`src/rtl/wb_register_file_if.sv`:
```
// Register-file bus: one write-back port, two ID read ports,
// one debug read port and the committed-write counter.
interface wb_register_file_if #(
    parameter int DATA_W = 32,
    parameter int ADDR_W = 5
);
    logic              RegWrite;
    logic [ADDR_W-1:0] writeReg;
    logic [DATA_W-1:0] writeData;
    logic [ADDR_W-1:0] readReg1;
    logic [ADDR_W-1:0] readReg2;
    logic [DATA_W-1:0] readData1;
    logic [DATA_W-1:0] readData2;
    logic [ADDR_W-1:0] debugReg;
    logic [DATA_W-1:0] debugData;
    logic [15:0]       writeCount;

    modport master (
        output RegWrite, writeReg, writeData,
        output readReg1, readReg2, debugReg,
        input  readData1, readData2, debugData,
        input  writeCount
    );

    modport slave (
        input  RegWrite, writeReg, writeData,
        input  readReg1, readReg2, debugReg,
        output readData1, readData2, debugData,
        output writeCount
    );
endinterface

```
`src/rtl/wb_register_file.sv`:
```
// MIPS 32x32 general register file, written by WB, read by ID.
// Ports: clk, rst_n (async active-low), bus (slave modport):
//   RegWrite/writeReg/writeData write port, readReg1/2 ->
//   readData1/2 bypassed reads, debugReg -> debugData committed
//   read, writeCount committed-write counter.
module wb_register_file #(
    parameter int DATA_W = 32,
    parameter int ADDR_W = 5,
    parameter int NREGS  = 32
) (
    input logic                clk,
    input logic                rst_n,
    wb_register_file_if.slave  bus
);
    logic [DATA_W-1:0] regs [NREGS];
    logic [15:0]       count;
    logic              we;

    // Writes to r0 are dropped and not counted.
    assign we = bus.RegWrite && (bus.writeReg != '0);

    always_ff @(posedge clk or negedge rst_n) begin
        if (!rst_n) begin
            for (int i = 0; i < NREGS; i++) begin
                regs[i] <= '0;
            end
            count <= '0;
        end else if (we) begin
            regs[bus.writeReg] <= bus.writeData;
            count              <= count + 16'd1;
        end
    end

    // ID read: r0 is zero, a same-cycle write is forwarded.
    // Outputs are forced to zero while reset is held so a
    // pending write cannot leak through the bypass.
    function automatic logic [DATA_W-1:0] rd_port(
        input logic              rst_ok,
        input logic [ADDR_W-1:0] idx,
        input logic              wen,
        input logic [ADDR_W-1:0] widx,
        input logic [DATA_W-1:0] wdata,
        input logic [DATA_W-1:0] stored
    );
        if (!rst_ok || idx == '0) begin
            return '0;
        end else if (wen && widx == idx) begin
            return wdata;
        end else begin
            return stored;
        end
    endfunction

    always_comb begin
        bus.readData1 = rd_port(rst_n, bus.readReg1,
                                bus.RegWrite, bus.writeReg,
                                bus.writeData,
                                regs[bus.readReg1]);
        bus.readData2 = rd_port(rst_n, bus.readReg2,
                                bus.RegWrite, bus.writeReg,
                                bus.writeData,
                                regs[bus.readReg2]);
    end

    // Debug port sees only committed state.
    always_comb begin
        bus.debugData = '0;
        if (rst_n && bus.debugReg != '0) begin
            bus.debugData = regs[bus.debugReg];
        end
    end

    assign bus.writeCount = count;
endmodule

```
`src/flat_wrapper.sv`:
```
// flat-port wrapper written by rule: the top's interface ports become plain ports
module wb_register_file_flat 
#(
    parameter int DATA_W = 32,
    parameter int ADDR_W = 5,
    parameter int NREGS  = 32
)
  (clk, rst_n, bus_RegWrite, bus_writeReg, bus_writeData, bus_readReg1, bus_readReg2, bus_debugReg, bus_readData1, bus_readData2, bus_debugData, bus_writeCount);
  wb_register_file_if #(.DATA_W(DATA_W), .ADDR_W(ADDR_W)) bus_i ();
  input logic clk;
  input logic rst_n;
  input wire logic [$bits(bus_i.RegWrite)-1:0] bus_RegWrite;
  input wire logic [$bits(bus_i.writeReg)-1:0] bus_writeReg;
  input wire logic [$bits(bus_i.writeData)-1:0] bus_writeData;
  input wire logic [$bits(bus_i.readReg1)-1:0] bus_readReg1;
  input wire logic [$bits(bus_i.readReg2)-1:0] bus_readReg2;
  input wire logic [$bits(bus_i.debugReg)-1:0] bus_debugReg;
  output wire logic [$bits(bus_i.readData1)-1:0] bus_readData1;
  output wire logic [$bits(bus_i.readData2)-1:0] bus_readData2;
  output wire logic [$bits(bus_i.debugData)-1:0] bus_debugData;
  output wire logic [$bits(bus_i.writeCount)-1:0] bus_writeCount;
  assign bus_i.RegWrite = bus_RegWrite;
  assign bus_i.writeReg = bus_writeReg;
  assign bus_i.writeData = bus_writeData;
  assign bus_i.readReg1 = bus_readReg1;
  assign bus_i.readReg2 = bus_readReg2;
  assign bus_i.debugReg = bus_debugReg;
  assign bus_readData1 = bus_i.readData1;
  assign bus_readData2 = bus_i.readData2;
  assign bus_debugData = bus_i.debugData;
  assign bus_writeCount = bus_i.writeCount;
  wb_register_file #(.DATA_W(DATA_W), .ADDR_W(ADDR_W), .NREGS(NREGS)) u_core (.clk(clk), .rst_n(rst_n), .bus(bus_i));
endmodule
```
`config.mk`:
```
export PLATFORM = sky130hd
export DESIGN_NAME = wb_register_file_flat
export DESIGN_NICKNAME = d
export VERILOG_FILES = /design/src/rtl/wb_register_file_if.sv /design/src/rtl/wb_register_file.sv /design/src/flat_wrapper.sv
export SDC_FILE = /design/constraint.sdc
export NUM_CORES = 2
export LEC_CHECK = 0
export ABC_CLOCK_PERIOD_IN_PS = 3450
export CAP_MARGIN = 20
export CORE_ASPECT_RATIO = 1.75
export CORE_MARGIN = 2
export CORE_UTILIZATION = 60
export CTS_CLUSTER_SIZE = 12
export DETAILED_ROUTE_END_ITERATION = 6
export PLACE_DENSITY = 0.78
export SYNTH_ARGS = -nofsm -noshare
export SYNTH_HDL_FRONTEND = slang
export SYNTH_SLANG_ARGS = --single-unit
```
`constraint.sdc`:
```
create_clock -name clk -period 3.45 [get_ports clk]
set_input_delay 0.345 -clock clk [delete_from_list [all_inputs] [get_ports clk]]
set_output_delay 0.345 -clock clk [all_outputs]
set_load 0.01 [all_outputs]
```
After elaboration in Yosys (flattened, before gate mapping)
Index checks and enable logic that the tools add are counted.
- add/sub/neg operators: 1
- $lt $le $gt $ge: 5
- equal/unequal tests: 2
- mux-type cells: 17
- bitwise operators: 4
- reductions and logical operators: 12
- operators with widths (operator ; count):
    $bwmux 1024 ; 1
    $bmux 32 s5 ; 3
    $mux 32 ; 12
    $demux 32 s5 ; 1
    $ge 6x6->1 const B ; 4
    $not 5->6 ; 4
    $add 16x1->16 const B ; 1
    $eq 5x5->1 ; 2
    $logic_not 5->1 ; 2
    $reduce_bool 5->1 ; 2
    $lt 6x1->1 const B ; 1
    $logic_and 1x1->1 ; 5
    $logic_or 1x1->1 ; 2
    $logic_not 1->1 ; 1
- bits in registers: 1040
- input port bits: 55
- output and inout port bits: 112

Longest topological paths before layout
- word-level depth: 6
- gate-level depth with buffers: 9

Worst setup path before layout
Ideal clock, no wire load.
- path kind: input -> output
- start point: in bus_readReg2[1]
- end point: out bus_readData2[10]
- arrival: 2.046 ns
- required time: 3.105 ns
- path slack: 1.059 ns
- stages: 8
- cell sequence: buf_2 -> buf_6 -> buf_4 -> clkbuf_1 -> mux4_2 -> a22oi_1 -> a21oi_1 -> a221o_1
- cells in the longest elaborated chain, start to end: 6
- RTL lines (element ; RTL line ; text):
    start: declaration ; flat_wrapper.sv:16 ; input wire logic [$bits(bus_i.readReg2)-1:0] bus_readReg2;
    $not 5->6 (implied by the code) ; wb_register_file.sv:62 ; regs[bus.readReg2]);
    $bmux 32 s5 ; wb_register_file.sv:62 ;
    $mux 32 (implied by the code) (2 in series) ; wb_register_file.sv:62 ;
    $mux 32 ; wb_register_file.sv:47 ; end else if (wen && widx == idx) begin
    $mux 32 * ; wb_register_file.sv:45 ; if (!rst_ok || idx == '0) begin
    end: declaration ; flat_wrapper.sv:19 ; output wire logic [$bits(bus_i.readData2)-1:0] bus_readData2;
Mark *: on every way between the ends. The rest lies on a longest branch, timed or not. The select of a mux whose other input is x is not followed.

Worst setup path in the final report
- start point: in rst_n
- end point: out bus_debugData[4]
- cells in the longest elaborated chain, start to end: 2
- RTL lines (element ; RTL line ; text):
    start: declaration ; flat_wrapper.sv:11 ; input logic rst_n;
    $logic_and 1x1->1 ; wb_register_file.sv:68 ; if (rst_n && bus.debugReg != '0) begin
    $mux 32 ; wb_register_file.sv:68 ;
    end: declaration ; flat_wrapper.sv:20 ; output wire logic [$bits(bus_i.debugData)-1:0] bus_debugData;
No other way between the ends.

==> results.sh <==
export IMPL_status="finished with violations"
export IMPL_violations="design-rule violations, negative setup slack"
export IMPL_max_cap_violations=0
export IMPL_dieArea_um2=110000
export IMPL_syn_num_nets=4805
export IMPL_yosysWarnings=0
export IMPL_gp_congestion=0.945
export IMPL_max_slew_margin_pct=23.9
export IMPL_cts_sinks=1040
export IMPL_p_comb_share_pct=26.6
export IMPL_cp_max_fo=18
export IMPL_layout_nets=4925
export IMPL_drtAntennaViolNets=0
export IMPL_wl_met1_um=75100
export IMPL_cts_clk_slew_worst_paths_ns=0.06
export IMPL_dp_slack_ns=-0.0922
export IMPL_tns_ns=-0.0721
export IMPL_final_cell_mix="1040 x dfrtp_1, 986 x mux2_2, 541 x mux2i_1"
export IMPL_irDropWorstVdd_v=0.000507
export IMPL_p_total_w=0.0378
export IMPL_pwr_share_seq_pct=44.8
export IMPL_numCtsBuffers=102
export IMPL_drive_gt1_share_pct=43.8
export IMPL_num_rows=158
export IMPL_ys_flop_type="dfrtp_1"
export IMPL_pin_count=167
export IMPL_io_buffers=166
export IMPL_r2r_start="u_core.bus.writeCount[0]"
export IMPL_rsz0062_at_grt="true"
export IMPL_setup_ws_ns=-0.0447
export IMPL_ys_types=54
export IMPL_fin_crit_sh_pct=101
export IMPL_clkPwrFrac_pct=28.7
export IMPL_drc=1
export IMPL_swShare_pct=30.9
export IMPL_final_common_cell="dfrtp_1"
export IMPL_slew_violations=0
export IMPL_place_area_um2=69800
export IMPL_maxClockFrequency_mhz=286
export IMPL_wl_met3_um=26400
export IMPL_synthArstFlopShare_pct=100
export IMPL_die_h_um=437
export IMPL_start_util_pct=60.6
export IMPL_fin_area_um2=73200
export IMPL_p_switching_w=0.0117
export IMPL_syn_area_um2=64300
export IMPL_rrSetupSlack_ns=1.82
export IMPL_htree_levels=3
export IMPL_worstSetupStartpointType="primary input"
export IMPL_finalSetupViolations=2
export IMPL_clk_latency_ns=0.75
export IMPL_core_area_um2=106000
export IMPL_grt_pass1_wl_um=336000
export IMPL_clockRootBuffer="clkbuf_16"
export IMPL_synth_seq_cells=1040
export IMPL_path_class="primary input to output port"
export IMPL_hold_class="primary input to async pin"
export IMPL_top_layer="met5"
export IMPL_wire_per_inst_um=36.5
export IMPL_die_w_um=252
export IMPL_antenna_found_initial=8
export IMPL_cts_buffer_depth=3
export IMPL_synth_edf_count=0
export IMPL_vias=49800
export IMPL_synth_seq_area_share_pct=40.4
export IMPL_arrival_ns=3.15
export IMPL_drtIter0Drc=6289
export IMPL_reg2reg_depth=5
export IMPL_skew_ns=0.0156
export IMPL_critPathCaptureType="output port"
export IMPL_track_usage_pct=41.9
export IMPL_grt_pass1_vias=51300
export IMPL_syn_area_per_cell_um2=13.5
export IMPL_fin_crit_ns=3.49
export IMPL_power_leakage_nw=31.4
export IMPL_first_pass_iters=7
export IMPL_grt_max_degree=168
export IMPL_grt_ovfl_total=0
export IMPL_avgViaCountPerCell=7.92
export IMPL_critPathRequiredTime_ns=3.11
export IMPL_hold_viol_final=0
export IMPL_area_growth_pct=13.8
export IMPL_wl_met2_um=105000
export IMPL_tritoncts="built"
export IMPL_reg2reg_to="u_core.bus.writeCount[12]"
export IMPL_p_int_w=0.0261
export IMPL_hpwl_um=143000
export IMPL_synthCells=4749
export IMPL_tightest_slew_ns=1.14
export IMPL_wirelength_um=229000
export IMPL_cp_endpoint="bus_debugData[4]"
export IMPL_startpoint="rst_n"
export IMPL_pwr_density_cell_nw_per_um2=517
-- layer usage --
metal	global-route usage, %	up-vias
li1	-	19100
met1	49.1	25600
met2	64.0	3821
met3	11.4	1268
met4	35.8	8
met5	0	-
-- Yosys cell counts, types with 6 or more instances --
cell / n / area share (%)
a211oi_1: 60 / 0.70
a21oi_1: 156 / 1.2
a221o_1: 61 / 0.95
a221oi_1: 126 / 1.7
a22oi_1: 62 / 0.72
a31oi_1: 31 / 0.30
buf_1: 51 / 0.30
buf_2: 143 / 1.1
buf_4: 71 / 0.83
buf_6: 18 / 0.32
clkbuf_1: 275 / 1.6
dfrtp_1: 1040 / 40
mux2_1: 7 / 0.12
mux2_2: 986 / 17
mux2i_1: 541 / 8.4
mux4_2: 515 / 18
nand2_1: 99 / 0.58
nand3_1: 12 / 0.093
nand4_1: 6 / 0.058
nor2_1: 22 / 0.13
nor2b_1: 58 / 0.56
nor3_1: 6 / 0.047
o21ai_0: 63 / 0.49
o221ai_1: 128 / 1.7
o22ai_1: 65 / 0.63
o31ai_1: 32 / 0.37
or3_1: 37 / 0.36
xnor2_1: 22 / 0.30
-- worst min-delay path by stage --
stage	endpoint	slack, ns
global placement	u_core.regs[670]	0.20
finish	u_core.regs[734]	0.04
CTS	u_core.regs[734]	0.03
detailed placement	u_core.regs[670]	0.20
global route	u_core.regs[734]	0.03
floorplan	u_core.bus.writeCount[0]	0.05
-- state kept, by name, summed over array words and instances (netlist names) --
name / cells
u_core.bus.writeCount: 16
u_core.regs: 1024
-- worst max-delay path, cell delays in order --
cell and delay [ns]:
dlygate4sd3_1 0.56, buf_8 0.23, buf_4 0.19, nand2_2 0.06
buf_4 0.33, o31ai_1 0.69, clkdlybuf4s50_1 0.67
-- per-stage QoR --
| step | instances | hold slack, ns | utilization, % |
|---|---|---|---|
| floorplan | 4749 | 0.0494 | - |
| global placement | 6116 | 0.197 | 65.7 |
| detailed placement | 6116 | 0.197 | 65.7 |
| CTS | 6276 | 0.0255 | 68.7 |
| global route | 6281 | 0.0301 | 69.0 |
| finish | 6283 | 0.0364 | 69.0 |
-- what timing repair did --
| action | in CTS | in global routing |
|---|---|---|
| pin swaps | 1 | 8 |
| endpoints found under the hold margin | 329 | 0 |
| endpoints found under the setup margin | 29 | 47 |
| setup buffers | 3 | 4 |
| hold buffers | 2 | 0 |
| gates resized for setup | 19 | 41 |
-- area by class of cell --
cell class | instances | area (µm²)
antenna | 3 | 7.51
clock buffer | 146 | 2940
tap | 1360 | 1700
multi-input combinational | 3140 | 36100
timing repair buffer | 579 | 6330
sequential | 1040 | 26000
clock inverter | 9 | 92.6
inverter | 6 | 25.0
fill | 7269 | 32900
-- power groups by stage --
stage               Sequential (W)  Clock (W)  Combinational, W
detailed placement          0.0170          0           0.00976
finish                      0.0169     0.0108            0.0100
global placement            0.0167          0           0.00951
CTS                         0.0168     0.0108           0.00987
floorplan                   0.0162          0           0.00700
global route                0.0172     0.0113            0.0106
-- kinds of logic after synthesis --
logic type | share of synthesized area (%)
muxes | 43.8
DFF | 40.4
AOI/OAI and AO/OA | 9.00
buffers and inverters | 4.23
and+or+nand+nor | 2.13
xor gates and xnor gates | 0.340
adders and majority gates | 0.0194
Power figures use the tool's default switching activity.
